$ cat config.mk
export PLATFORM = sky130hd
export DESIGN_NAME = pipe_stage_reg
export DESIGN_NICKNAME = d
export VERILOG_FILES = /design/src/rtl/pipe_stage_reg.sv
export SDC_FILE = /design/constraint.sdc
export NUM_CORES = 1
export LEC_CHECK = 0
export CORE_AREA = 3 3 153 155
export CTS_BUF_LIST = sky130_fd_sc_hd__clkbuf_4 sky130_fd_sc_hd__clkbuf_8 sky130_fd_sc_hd__clkbuf_16
export DETAILED_ROUTE_END_ITERATION = 10
export DIE_AREA = 0 0 156 158
export GPL_TIMING_DRIVEN = 0
export PLACE_DENSITY = 0.74
export SKIP_CTS_REPAIR_TIMING = 1
export SYNTH_ARGS = -nofsm -noshare
export SYNTH_HDL_FRONTEND = slang
export SYNTH_SLANG_ARGS = --single-unit
export TNS_END_PERCENT = 5
$ cat constraint.sdc
create_clock -name clk -period 1.8 [get_ports clk]
set_input_delay 0.18 -clock clk [delete_from_list [all_inputs] [get_ports clk]]
set_output_delay 0.18 -clock clk [all_outputs]
set_load 0.005 [all_outputs]
$ cat src/rtl/pipe_stage_reg.sv
// Pipeline-boundary register for the 5-stage MIPS core: carries PC, payload and hazard info,
// with stall/flush control, on-stage hazard compare and saturating stall/bubble counters.
module pipe_stage_reg #(
    parameter int unsigned DATA_W            = 128,
    parameter int unsigned TNEW_W            = 4,
    parameter bit          TNEW_DEC          = 1'b1,
    parameter bit          TNEW_DEC_ON_STALL = 1'b0,
    parameter bit          KEEP_PC_ON_FLUSH  = 1'b1,
    parameter logic [31:0] RESET_PC          = 32'h0000_3000,
    parameter int unsigned CNT_W             = 16
) (
    input  logic              clk,
    input  logic              reset,
    input  logic              enable,
    input  logic              flush,
    input  logic              clr_cnt,
    input  logic              in_valid,
    input  logic [31:0]       in_pc,
    input  logic [DATA_W-1:0] in_payload,
    input  logic [4:0]        in_dst_addr,
    input  logic              in_wr_en,
    input  logic [TNEW_W-1:0] in_tnew,
    input  logic [4:0]        src_a_addr,
    input  logic [4:0]        src_b_addr,
    output logic              out_valid,
    output logic [31:0]       out_pc,
    output logic [DATA_W-1:0] out_payload,
    output logic [4:0]        out_dst_addr,
    output logic              out_wr_en,
    output logic [TNEW_W-1:0] out_tnew,
    output logic              hit_a,
    output logic              hit_b,
    output logic              fwd_ok_a,
    output logic              fwd_ok_b,
    output logic [CNT_W-1:0]  stall_cnt,
    output logic [CNT_W-1:0]  bubble_cnt
);

    localparam logic [TNEW_W-1:0] TNEW_ONE = 1;
    localparam logic [CNT_W-1:0]  CNT_ONE  = 1;
    localparam logic [CNT_W-1:0]  CNT_MAX  = '1;

    logic [TNEW_W-1:0] tnew_q;
    logic              stall_inc;
    logic              bubble_inc;

    // Tnew seen downstream is one cycle closer to ready; floor at zero so it never wraps.
    always_comb begin
        out_tnew = tnew_q;
        if (TNEW_DEC && (tnew_q != '0)) begin
            out_tnew = tnew_q - TNEW_ONE;
        end
    end

    always_ff @(posedge clk) begin
        if (reset) begin
            out_valid    <= 1'b0;
            out_pc       <= RESET_PC;
            out_payload  <= '0;
            out_dst_addr <= 5'd0;
            out_wr_en    <= 1'b0;
            tnew_q       <= '0;
        end else if (flush) begin
            out_valid    <= 1'b0;
            out_pc       <= KEEP_PC_ON_FLUSH ? in_pc : 32'd0;
            out_payload  <= '0;
            out_dst_addr <= 5'd0;
            out_wr_en    <= 1'b0;
            tnew_q       <= '0;
        end else if (enable) begin
            out_valid    <= in_valid;
            out_pc       <= in_pc;
            out_payload  <= in_payload;
            out_dst_addr <= in_dst_addr;
            out_wr_en    <= in_wr_en;
            tnew_q       <= in_tnew;
        end else if (TNEW_DEC_ON_STALL) begin
            tnew_q       <= out_tnew;
        end
    end

    // Register 0 is hardwired, so it is never a forwarding source.
    assign hit_a    = out_valid && out_wr_en && (out_dst_addr != 5'd0) && (out_dst_addr == src_a_addr);
    assign hit_b    = out_valid && out_wr_en && (out_dst_addr != 5'd0) && (out_dst_addr == src_b_addr);
    assign fwd_ok_a = hit_a && (out_tnew == '0);
    assign fwd_ok_b = hit_b && (out_tnew == '0);

    assign stall_inc  = !flush && !enable && out_valid;
    assign bubble_inc = flush || (enable && !in_valid);

    always_ff @(posedge clk) begin
        if (reset || clr_cnt) begin
            stall_cnt  <= '0;
            bubble_cnt <= '0;
        end else begin
            if (stall_inc && (stall_cnt != CNT_MAX)) begin
                stall_cnt <= stall_cnt + CNT_ONE;
            end
            if (bubble_inc && (bubble_cnt != CNT_MAX)) begin
                bubble_cnt <= bubble_cnt + CNT_ONE;
            end
        end
    end

endmodule

; Yosys cells after proc, flatten, opt, wreduce, memory -nomap -nowiden
; Cells that the tools add are included.
[op_classes]
n_addsub = 3
n_eq_ne = 4
muxes = 3
reduce_logical = 21
[ops]
columns = cell, n
row1 = $mux 32, 2
row2 = $add 16x1->16 const B, 2
row3 = $ne 16x16->1 const B, 2
row4 = $logic_and 1x1->1, 11
row5 = $eq 5x5->1, 2
row6 = $reduce_bool 5->1, 1
row7 = $logic_not 4->1, 1
row8 = $mux 4, 1
row9 = $reduce_bool 4->1, 1
row10 = $sub 4x1->4 const B, 1
row11 = $logic_not 1->1, 3
row12 = $logic_or 1x1->1, 2
row13 = $reduce_bool 2->1, 1
row14 = $reduce_or 2->1, 1
[totals]
register_bits = 203
input_bits = 186
out_inout_bits = 207
elab_cells = 39

; Logic depth before layout (Yosys ltp)
; Gate-level depths: netlist of the first run.
[depth]
depth_word = 4
depth_mapped = 6
depth_no_buf = 6

; Worst setup path before layout of the first run
; Ideal clock, no wire load.
[synth_path]
path_kind = reg2out
from = register tnew_q[0]
to = output fwd_ok_a
arrival_time_ps = 1661
required_time_ps = 1620
setup_slack_ps = -41
path_stages_with_launch = 7
n_path_buf = 0
cell_sequence = dfxtp_1 -> inv_1 -> ha_1 -> nor3b_1 -> mux2i_1 -> or2_2 -> nor4b_1
[synth_between]
elab_chain_cells = 4
word_cells_on_any_way = 5
cone_classes = add/sub (1) / mux (1) / reduce/logical (3)
[synth_rtl]
columns = element, line
row1 = start: declaration, 43  ; logic [TNEW_W-1:0] tnew_q;
row2 = start signal: assignment, 76  ; tnew_q <= in_tnew;
row3 = start signal: assignment, 78  ; tnew_q <= out_tnew;
row4 = $sub 4x1->4 or $reduce_bool 4->1 (tied branches), "51, 50"
row5 = $mux 4 *, 50  ; if (TNEW_DEC && (tnew_q != '0)) begin
row6 = named net out_tnew[1], 30  ; output logic [TNEW_W-1:0] out_tnew,
row7 = $logic_not 4->1 *, 85  ; assign fwd_ok_a = hit_a && (out_tnew == '0);
row8 = $logic_and 1x1->1 *, 85
row9 = end: declaration, 33  ; output logic fwd_ok_a,
; Mark *: on every way through the listed nets, which the timed path passes. The rest lies on a longest branch.

; Worst setup path in the final report of the first run
[layout_path]
from = register tnew_q[0]
to = output fwd_ok_b
[layout_between]
elab_chain_cells = 4
word_cells_on_any_way = 5
cone_classes = add/sub (1) / mux (1) / reduce/logical (3)
[layout_rtl]
columns = element, line
row1 = $sub 4x1->4 or $reduce_bool 4->1 (tied branches), "51, 50"
row2 = $mux 4 *, 50
row3 = $logic_not 4->1 *, 86  ; assign fwd_ok_b = hit_b && (out_tnew == '0);
row4 = $logic_and 1x1->1 *, 86
row5 = end: declaration, 34  ; output logic fwd_ok_b,
; Every way passes the cells marked *; elsewhere a longest branch is shown, timed or not.

==> key figures, run 1 <==
Logic synthesis
  – Number of synthesized register bits: 203
  – Synth warn: 0
  – Syn_nets: 1009
  – Post-synth cell types: 41
  – Prevailing post-synth register cell: dfxtp_1
  – Cells after synthesis: 820
  – Synth Cell Area: 0.007790 mm2
  – Post-synth ARST share: 0
  – Post-synthesis sequential area ratio: 0.5217
  – Synth Area per Inst: 9.500 um2
  – Number of flops mapped to enable cells by yosys: 0

Timing
  – Final hold vios: 0
  – Final period util: 1.269
  – Tightest Pin Transition: 836.9 ps
  – Hold Slack: 179.3 ps
  – Fmax: 437.8 MHz
  – Slew Limit Headroom: 0.4421
  – RSZ-0062 raised after global routing: yes
  – Post-Route Skew: 10.31 ps
  – Final worst setup slack: -484.2 ps
  – Final slew viol count: 0
  – Final setup fails: 22
  – Min Tclk post-route: 2284 ps

Clocking
  – CTS H-tree lvls: 1
  – TritonCTS Buffers: 24
  – Clock tree sinks: 203
  – Skew-Pair Late Insertion Delay: 510 ps
  – Worst-path clk slew: 60 ps
  – Deepest clock path buffer count: 3
  – Root Buffer: clkbuf_16
  – CTS tree: yes

Route
  – WL per Instance: 17.34 um
  – Post-route antenna net violation count: 0
  – First-pass DRT Iterations: 4
  – Drt initial violations: 368
  – DRC Markers: 0
  – Routed WL: 26640 um
  – Routed vias/inst: 4.871
  – Via count: 7482

Worst setup path
  – Critical path class: register to output pin
  – Worst EP required: 1620 ps
  – Reg2Reg Depth: 6
  – RR Startpoint: bubble_cnt[0]
  – Crit. Startpoint: tnew_q[0]
  – CP Capture Type: output pin
  – Reg2reg end: bubble_cnt[9]
  – Critical Path Slowest Stage Cell: dfxtp_4
  – Flop2flop setup slack: -210 ps
  – CP startpoint kind: register
  – Critical path, cell by cell: inv_2 -> ha_4 -> nor3b_4 -> mux2i_2 -> or2_4 -> nor4b_4 -> buf_2
  – CP arrival: 2100 ps
  – Max incr delay on CP: 390 ps
  – CP Max Fanout: 4

Placement
  – Port buffer count: 389
  – HPWL after DPL: 20360 um
  – Placed instance count: 1489
  – Post-DP Area: 0.01204 mm2
  – GPL Wtd Cong: 0.8255
  – Place WS: -594.6 ps

Flow run
  – Max_cap viols: 0

Outcome
  – Status: finished with violations
  – Failing checks: negative setup slack

Final layout
  – Area Overhead vs Synth: 67.70%
  – Most frequent cells in the layout: 382 x clkdlybuf4s50_1, 191 x dfxtp_1, 152 x nor2_1, 141 x mux2i_1, 79 x nand2_1
  – Layout Cells excl Fill: 1536
  – # diodes: 0
  – Final instance area: 0.01306 mm2
  – Ratio of cells with drive above 1 in the final layout: 0.06927
  – Most common cell after layout, fill and taps aside: clkdlybuf4s50_1
  – # nets final: 1429

Global route
  – Initial antenna violation count: 0
  – Vias in the first global route: 7389
  – Largest net degree at the start of global routing: 14
  – Global-route wire length before repair: 40160 um
  – Global Route Usage Sum: 0.2018
  – GRT overflow: 0

Worst hold path
  – Hold path cells: 4
  – End of the worst hold path: stall_cnt[2]
  – Worst hold path type: input port to register
  – Hold path startpoint: enable

Die
  – Die Wd: 156 um
  – Starting Density: 0.3548
  – Std-Cell Rows: 54
  – I/O Pins: 393
  – Core Region: 0.02196 mm2
  – Die H: 158 um
  – Die area: 0.02465 mm2

Power
  – Leakage power: 5.114 nW
  – Peak supply drop: 743.5 uV
  – PwrDens: 877.5 mW/mm2
[worst max-delay path: cells and delay by family, from the launching register on]
kind / cells / cell delay, ps
simple gates: 3 / 690
fa+ha+maj: 1 / 150
mux: 1 / 170
flops: 1 / 390
buf+inv: 2 / 210
[flip-flops by register name (all words and copies together) (netlist names)]
register,count
bubble_cnt,16
out_dst_addr,5
out_payload,128
out_pc,32
out_valid,1
out_wr_en,1
stall_cnt,16
tnew_q,4
[metrics by stage]
step	power, mW	setup TNS [ps]	util
after floorplan	5.298	0	-
after global routing	11.89	-13800	0.5949
final	11.46	-4845	0.5949
after CTS	11.58	-9536	0.5891
after detailed placement	6.151	-60530	0.5483
after global placement	6.130	-48850	0.5483
[area by class of cell]
| type | count | area, um2 |
|---|---|---|
| well taps | 280 | 350.3 |
| clock inverters | 9 | 172.7 |
| repair buffers | 394 | 3910 |
| inverters | 4 | 15.01 |
| clock buffers | 33 | 723.2 |
| plain buffers | 49 | 190.2 |
| flip-flops and latches | 203 | 4084 |
| multi-input cells | 564 | 3618 |
| fillers | 1848 | 8895 |
[power breakdown]
group	switching, mW	total (mW)	internal, mW	leakage, nW
logic	0.509	1.35	0.841	3.01
clock network	1.88	5.38	3.51	0.443
registers	0.0883	4.73	4.64	1.66
[cells by family (layout without fill, tap and decap cells)]
family / after synthesis / count (layout) / share of synthesized area
and+or+nand+nor: 314 / 314 / 0.1810
xor gates and xnor gates: 12 / 12 / 0.01349
muxes: 143 / 143 / 0.1839
adders and majority gates: 3 / 3 / 0.004819
AOI/OAI and AO/OA: 92 / 92 / 0.06874
buffers and inverters: 53 / 489 / 0.02634
DFF: 203 / 203 / 0.5217
[routing by layer]
metal | track usage | vias up | part of all wire
li1 | - | 3681 | -
met1 | 0.2214 | 3475 | 0.37
met4 | 0.04458 | 0 | 0.018
met5 | 0 | - | 0
met2 | 0.3771 | 286 | 0.52
met3 | 0.06780 | 40 | 0.089
[synth_stat cells (all sizes together), types with 2 or more instances]
| library cell | instances | area [um2] |
|---|---|---|
| a21oi | 53 | 265.3 |
| and3 | 4 | 25.02 |
| and4 | 5 | 43.79 |
| buf | 8 | 36.29 |
| clkbuf | 41 | 153.9 |
| dfxtp | 203 | 4064 |
| ha | 3 | 37.54 |
| inv | 4 | 15.01 |
| mux2i | 142 | 1421 |
| nand2 | 79 | 296.5 |
| nand3 | 11 | 55.05 |
| nand3b | 3 | 22.52 |
| nand4 | 12 | 75.07 |
| nor2 | 152 | 570.6 |
| nor3 | 9 | 45.04 |
| nor3b | 3 | 33.78 |
| nor4 | 5 | 31.28 |
| nor4b | 2 | 17.52 |
| o211ai | 3 | 22.52 |
| o21a | 2 | 15.01 |
| o21ai | 15 | 75.07 |
| o311ai | 2 | 17.52 |
| o31ai | 8 | 60.06 |
| o41ai | 4 | 35.03 |
| or2 | 4 | 25.02 |
| or3 | 14 | 87.58 |
| or4 | 8 | 60.06 |
| xnor2 | 7 | 61.31 |
| xor2 | 5 | 43.79 |
[worst max-delay path by stage]
stage	slack, ps	end	depth (start not counted)
detailed placement	-590	fwd_ok_b	7
global route	-570	fwd_ok_b	7
floorplan	70	fwd_ok_a	6
CTS	-1150	fwd_ok_b	7
global placement	-520	fwd_ok_a	7
finish	-480	fwd_ok_b	7
Power figures use the tool's default switching activity.
==> run 2, diff against run 1 <==
ABC_AREA = 1   (was not set)
CORE_AREA = 3 3 152 154   (was 3 3 153 155)
DIE_AREA = 0 0 155 157   (was 0 0 156 158)
PLACE_DENSITY = 0.76   (was 0.74)
==> run 2 against run 1 <==
Net effect:
- the flow still finishes with violations (negative setup slack)
- power decreased by 5.0%
- first-iteration DRC count up 10%
- design area rose by 0.86%
- sequential power about the same
- routed wire length increased by 8.2%
- register-to-register slack better by 430 ps
- utilization increased by 0.88 points
- non-clock buffer count is 15 higher
- sequential share of layout area is 0.31 points lower
- critical path type unchanged
==> key figures, run 2 <==
Placement
  – HPWL after DPL: 21890 um (+7.5%)
  – Place WS: -308.0 ps (+286.7 ps)
  – Port buffer count: 392 (+0.77%)
  – Placed instance count: 1754 (+18%)
  – GPL Wtd Cong: 0.8856 (+7.3%)

Worst setup path
  – Critical path, cell by cell: inv_2 -> ha_4 -> inv_2 -> nor2_4 -> nand2_4 -> xor2_2 -> clkdlybuf4s50_1
  – CP arrival: 2070 ps (-30 ps)
  – Reg2reg end: stall_cnt[4]
  – RR Startpoint: stall_cnt[1]
  – Worst path depth: 7 (unchanged)
  – Crit path buf inv count: 3 (+1)
  – CP startpoint kind: register
  – Critical Path Slowest Stage Cell: clkdlybuf4s50_1
  – Max incr delay on CP: 540 ps (+150 ps)
  – Worst EP required: 1620 ps (about the same)
  – Reg2Reg Depth: 8 (+2)
  – CP endpoint: out_tnew[0]
  – CP Capture Type: output pin
  – CP Max Fanout: 4 (unchanged)
  – Top cell by count, worst path: inv_2
  – Crit. Startpoint: tnew_q[1]
  – Top delay family on crit path: buffers and inverters
  – Flop2flop setup slack: 220 ps (+430 ps)
  – Critical path class: register to output pin

Die
  – Starting Density: 0.3647 (+0.009937)
  – Die Wd: 155 um (-0.64%)
  – Core Region: 0.02182 mm2 (-0.62%)
  – Die area: 0.02434 mm2 (-1.3%)
  – Die H: 157 um (-0.63%)
  – Std-Cell Rows: 54 (unchanged)
  – I/O Pins: 393 (unchanged)

Logic synthesis
  – Post-synth cell types: 26 (-37%)
  – Top cells by area, synth: dfxtp_1 51%, nand2_1 18%, a21oi_1 9.9%, nor2_1 5.6%, o21ai_0 2.5%
  – Prevailing post-synth register cell: dfxtp_1
  – Simple-gate share of the synthesized area: 0.2729 (+0.09190)
  – Compound-gate portion of the synthesized area: 0.1344 (+0.06567)
  – Synth warn: 0 (unchanged)
  – Top cell type's share of synthesized area: 0.5106 (-0.01107)
  – Post-synthesis mux area share: 0 (-0.1839)
  – Cells after synthesis: 1082 (+32%)
  – Post-synth ARST share: 0 (unchanged)
  – Top post-synthesis cells by count: 381 x nand2_1, 203 x dfxtp_1, 158 x a21oi_1
  – Synth Area per Inst: 7.356 um2 (-23%)
  – Post-synth top area cell: dfxtp_1
  – Synth Area in XOR/XNOR: 0.02531 (+0.01182)
  – Syn_nets: 1271 (+26%)
  – Largest family of logic cells by synthesized area: simple AND/OR/NAND/NOR gates
  – Most numerous cell in the Yosys netlist: nand2_1
  – Synth Area in Adders: 0.004716 (-0.0001023)
  – Post-synthesis sequential area ratio: 0.5106 (-0.01107)
  – Number of flops mapped to enable cells by yosys: 0 (unchanged)
  – Number of synthesized register bits: 203 (unchanged)
  – Synth Cell Area: 0.007959 mm2 (+2.2%)

Final layout
  – Most common cell after layout, fill and taps aside: clkdlybuf4s50_1
  – Layout Cells excl Fill: 1802 (+17%)
  – Most frequent cells in the layout: 389 x clkdlybuf4s50_1, 378 x nand2_1, 193 x dfxtp_1, 157 x a21oi_1, 115 x nor2_1
  – Max reg flops: 128 (unchanged)
  – Area Overhead vs Synth: 65.56%
  – Top flop regs: out_payload (128), out_pc (32)
  – # nets final: 1693 (+18%)
  – Most flops, register: out_payload
  – Ratio of cells with drive above 1 in the final layout: 0.08021 (+0.01094)

Global route
  – Global Route Usage Sum: 0.2227 (+0.02092)
  – Largest net degree at the start of global routing: 14 (unchanged)
  – Initial antenna violation count: 1 (+1)
  – Global-route wire length before repair: 43880 um (+9.3%)
  – Vias in the first global route: 8341 (+13%)
  – GRT overflow: 0 (unchanged)

Route
  – First-pass DRT Iterations: 5 (+1)
  – Routed WL: 28840 um (+8.2%)
  – Routed vias/inst: 4.782 (-1.8%)
  – Post-route antenna net violation count: 0 (unchanged)
  – Drt initial violations: 406 (+10%)
  – WL per Instance: 16.00 um (-7.7%)
  – Via count: 8618 (+15%)
  – DRC Markers: 0 (unchanged)

Worst hold path
  – Worst hold path type: input port to register
  – Hold path startpoint: in_dst_addr[2]

Timing
  – Min Tclk post-route: 2255 ps (-29.35 ps)
  – Tightest Pin Transition: 649.1 ps (-187.8 ps)
  – Final period util: 1.253 (-0.01630)
  – Final worst setup slack: -454.8 ps (+29.35 ps)
  – Slew Limit Headroom: 0.5673 (+0.1252)
  – Final slew viol count: 0 (unchanged)
  – Final setup fails: 8 (-64%)
  – Fmax: 443.5 MHz (+1.3%)
  – RSZ-0062 raised after global routing: yes
  – Post-Route Skew: 8.673 ps (-1.639 ps)
  – Final hold vios: 0 (unchanged)
  – Hold Slack: 224.8 ps (+45.48 ps)

Clocking
  – TritonCTS Buffers: 23 (-4.2%)
  – CTS H-tree lvls: 1 (unchanged)
  – Worst-path clk slew: 60 ps (about the same)
  – Deepest clock path buffer count: 3 (unchanged)
  – Skew-Pair Late Insertion Delay: 500 ps (about the same)
  – Clock tree sinks: 203 (unchanged)
  – CTS tree: yes
  – Root Buffer: clkbuf_16

Power
  – Leakage power: 4.933 nW (-3.5%)
  – Peak supply drop: 743.0 uV (about the same)
  – PwrDens: 826.9 mW/mm2 (-5.8%)

Flow run
  – Max_cap viols: 0 (unchanged)

Outcome
  – Status: finished with violations
  – Failing checks: negative setup slack
## run 2: worst min path at each step
stage,depth (start not counted),slack (ps),end
after global routing,3,220,out_dst_addr[3]
after floorplan,2,290,out_pc[12]
final,3,220,out_dst_addr[2]
after CTS,3,210,out_dst_addr[2]
after detailed placement,2,450,out_payload[88]
after global placement,2,450,out_payload[27]
## run 2: report_power, final
part / total [mW] / switching, mW / internal (mW)
logic: 1.38 / 0.579 / 0.805
clock network: 4.77 / 1.86 / 2.91
registers: 4.74 / 0.0907 / 4.65
## run 2: routing by layer
metal,vias to the layer above,share of wire,track usage
met1,3960,0.39,0.2598
met3,54,0.078,0.06186
met5,-,0,0
li1,4315,-,-
met4,0,0.033,0.07948
met2,289,0.50,0.3928
## run 2: per-stage QoR
stage          utilization  setup TNS, ps  cell area [um2]  power (mW)
3_5_place_dp        0.5605         -31120            12230       6.169
6_report            0.6038          -2814            13180       10.90
4_1_cts             0.5968          -5406            13020       10.96
2_1_floorplan            -              0             7959       5.269
5_1_grt             0.6038          -3625            13180       11.34
3_3_place_gp        0.5605         -29600            12230       6.149
## run 2: worst min-delay path: cells and delay by family
family	cells	cell delay, ps
buffers and inverters	1	390
AO/OA/AOI/OAI	1	50
AND/OR/NAND/NOR	1	60
## run 2: logic make-up after synthesis
group                      after synthesis
and+or+nand+nor                        549
AOI/OAI and AO/OA                      208
DFF                                    203
buffers and inverters                   96
xor gates and xnor gates                23
adders and majority gates                3
## run 2: area by class of cell
type	count	area, um2
Tap cell	280	350.3
Clock buffer	36	723.2
Clock inverter	6	67.56
Sequential cell	203	4079
Buffer	61	282.8
Multi-Input combinational cell	783	3580
Timing Repair Buffer	397	3960
Antenna cell	1	2.502
Inverter	35	131.4
Fill cell	1953	8647
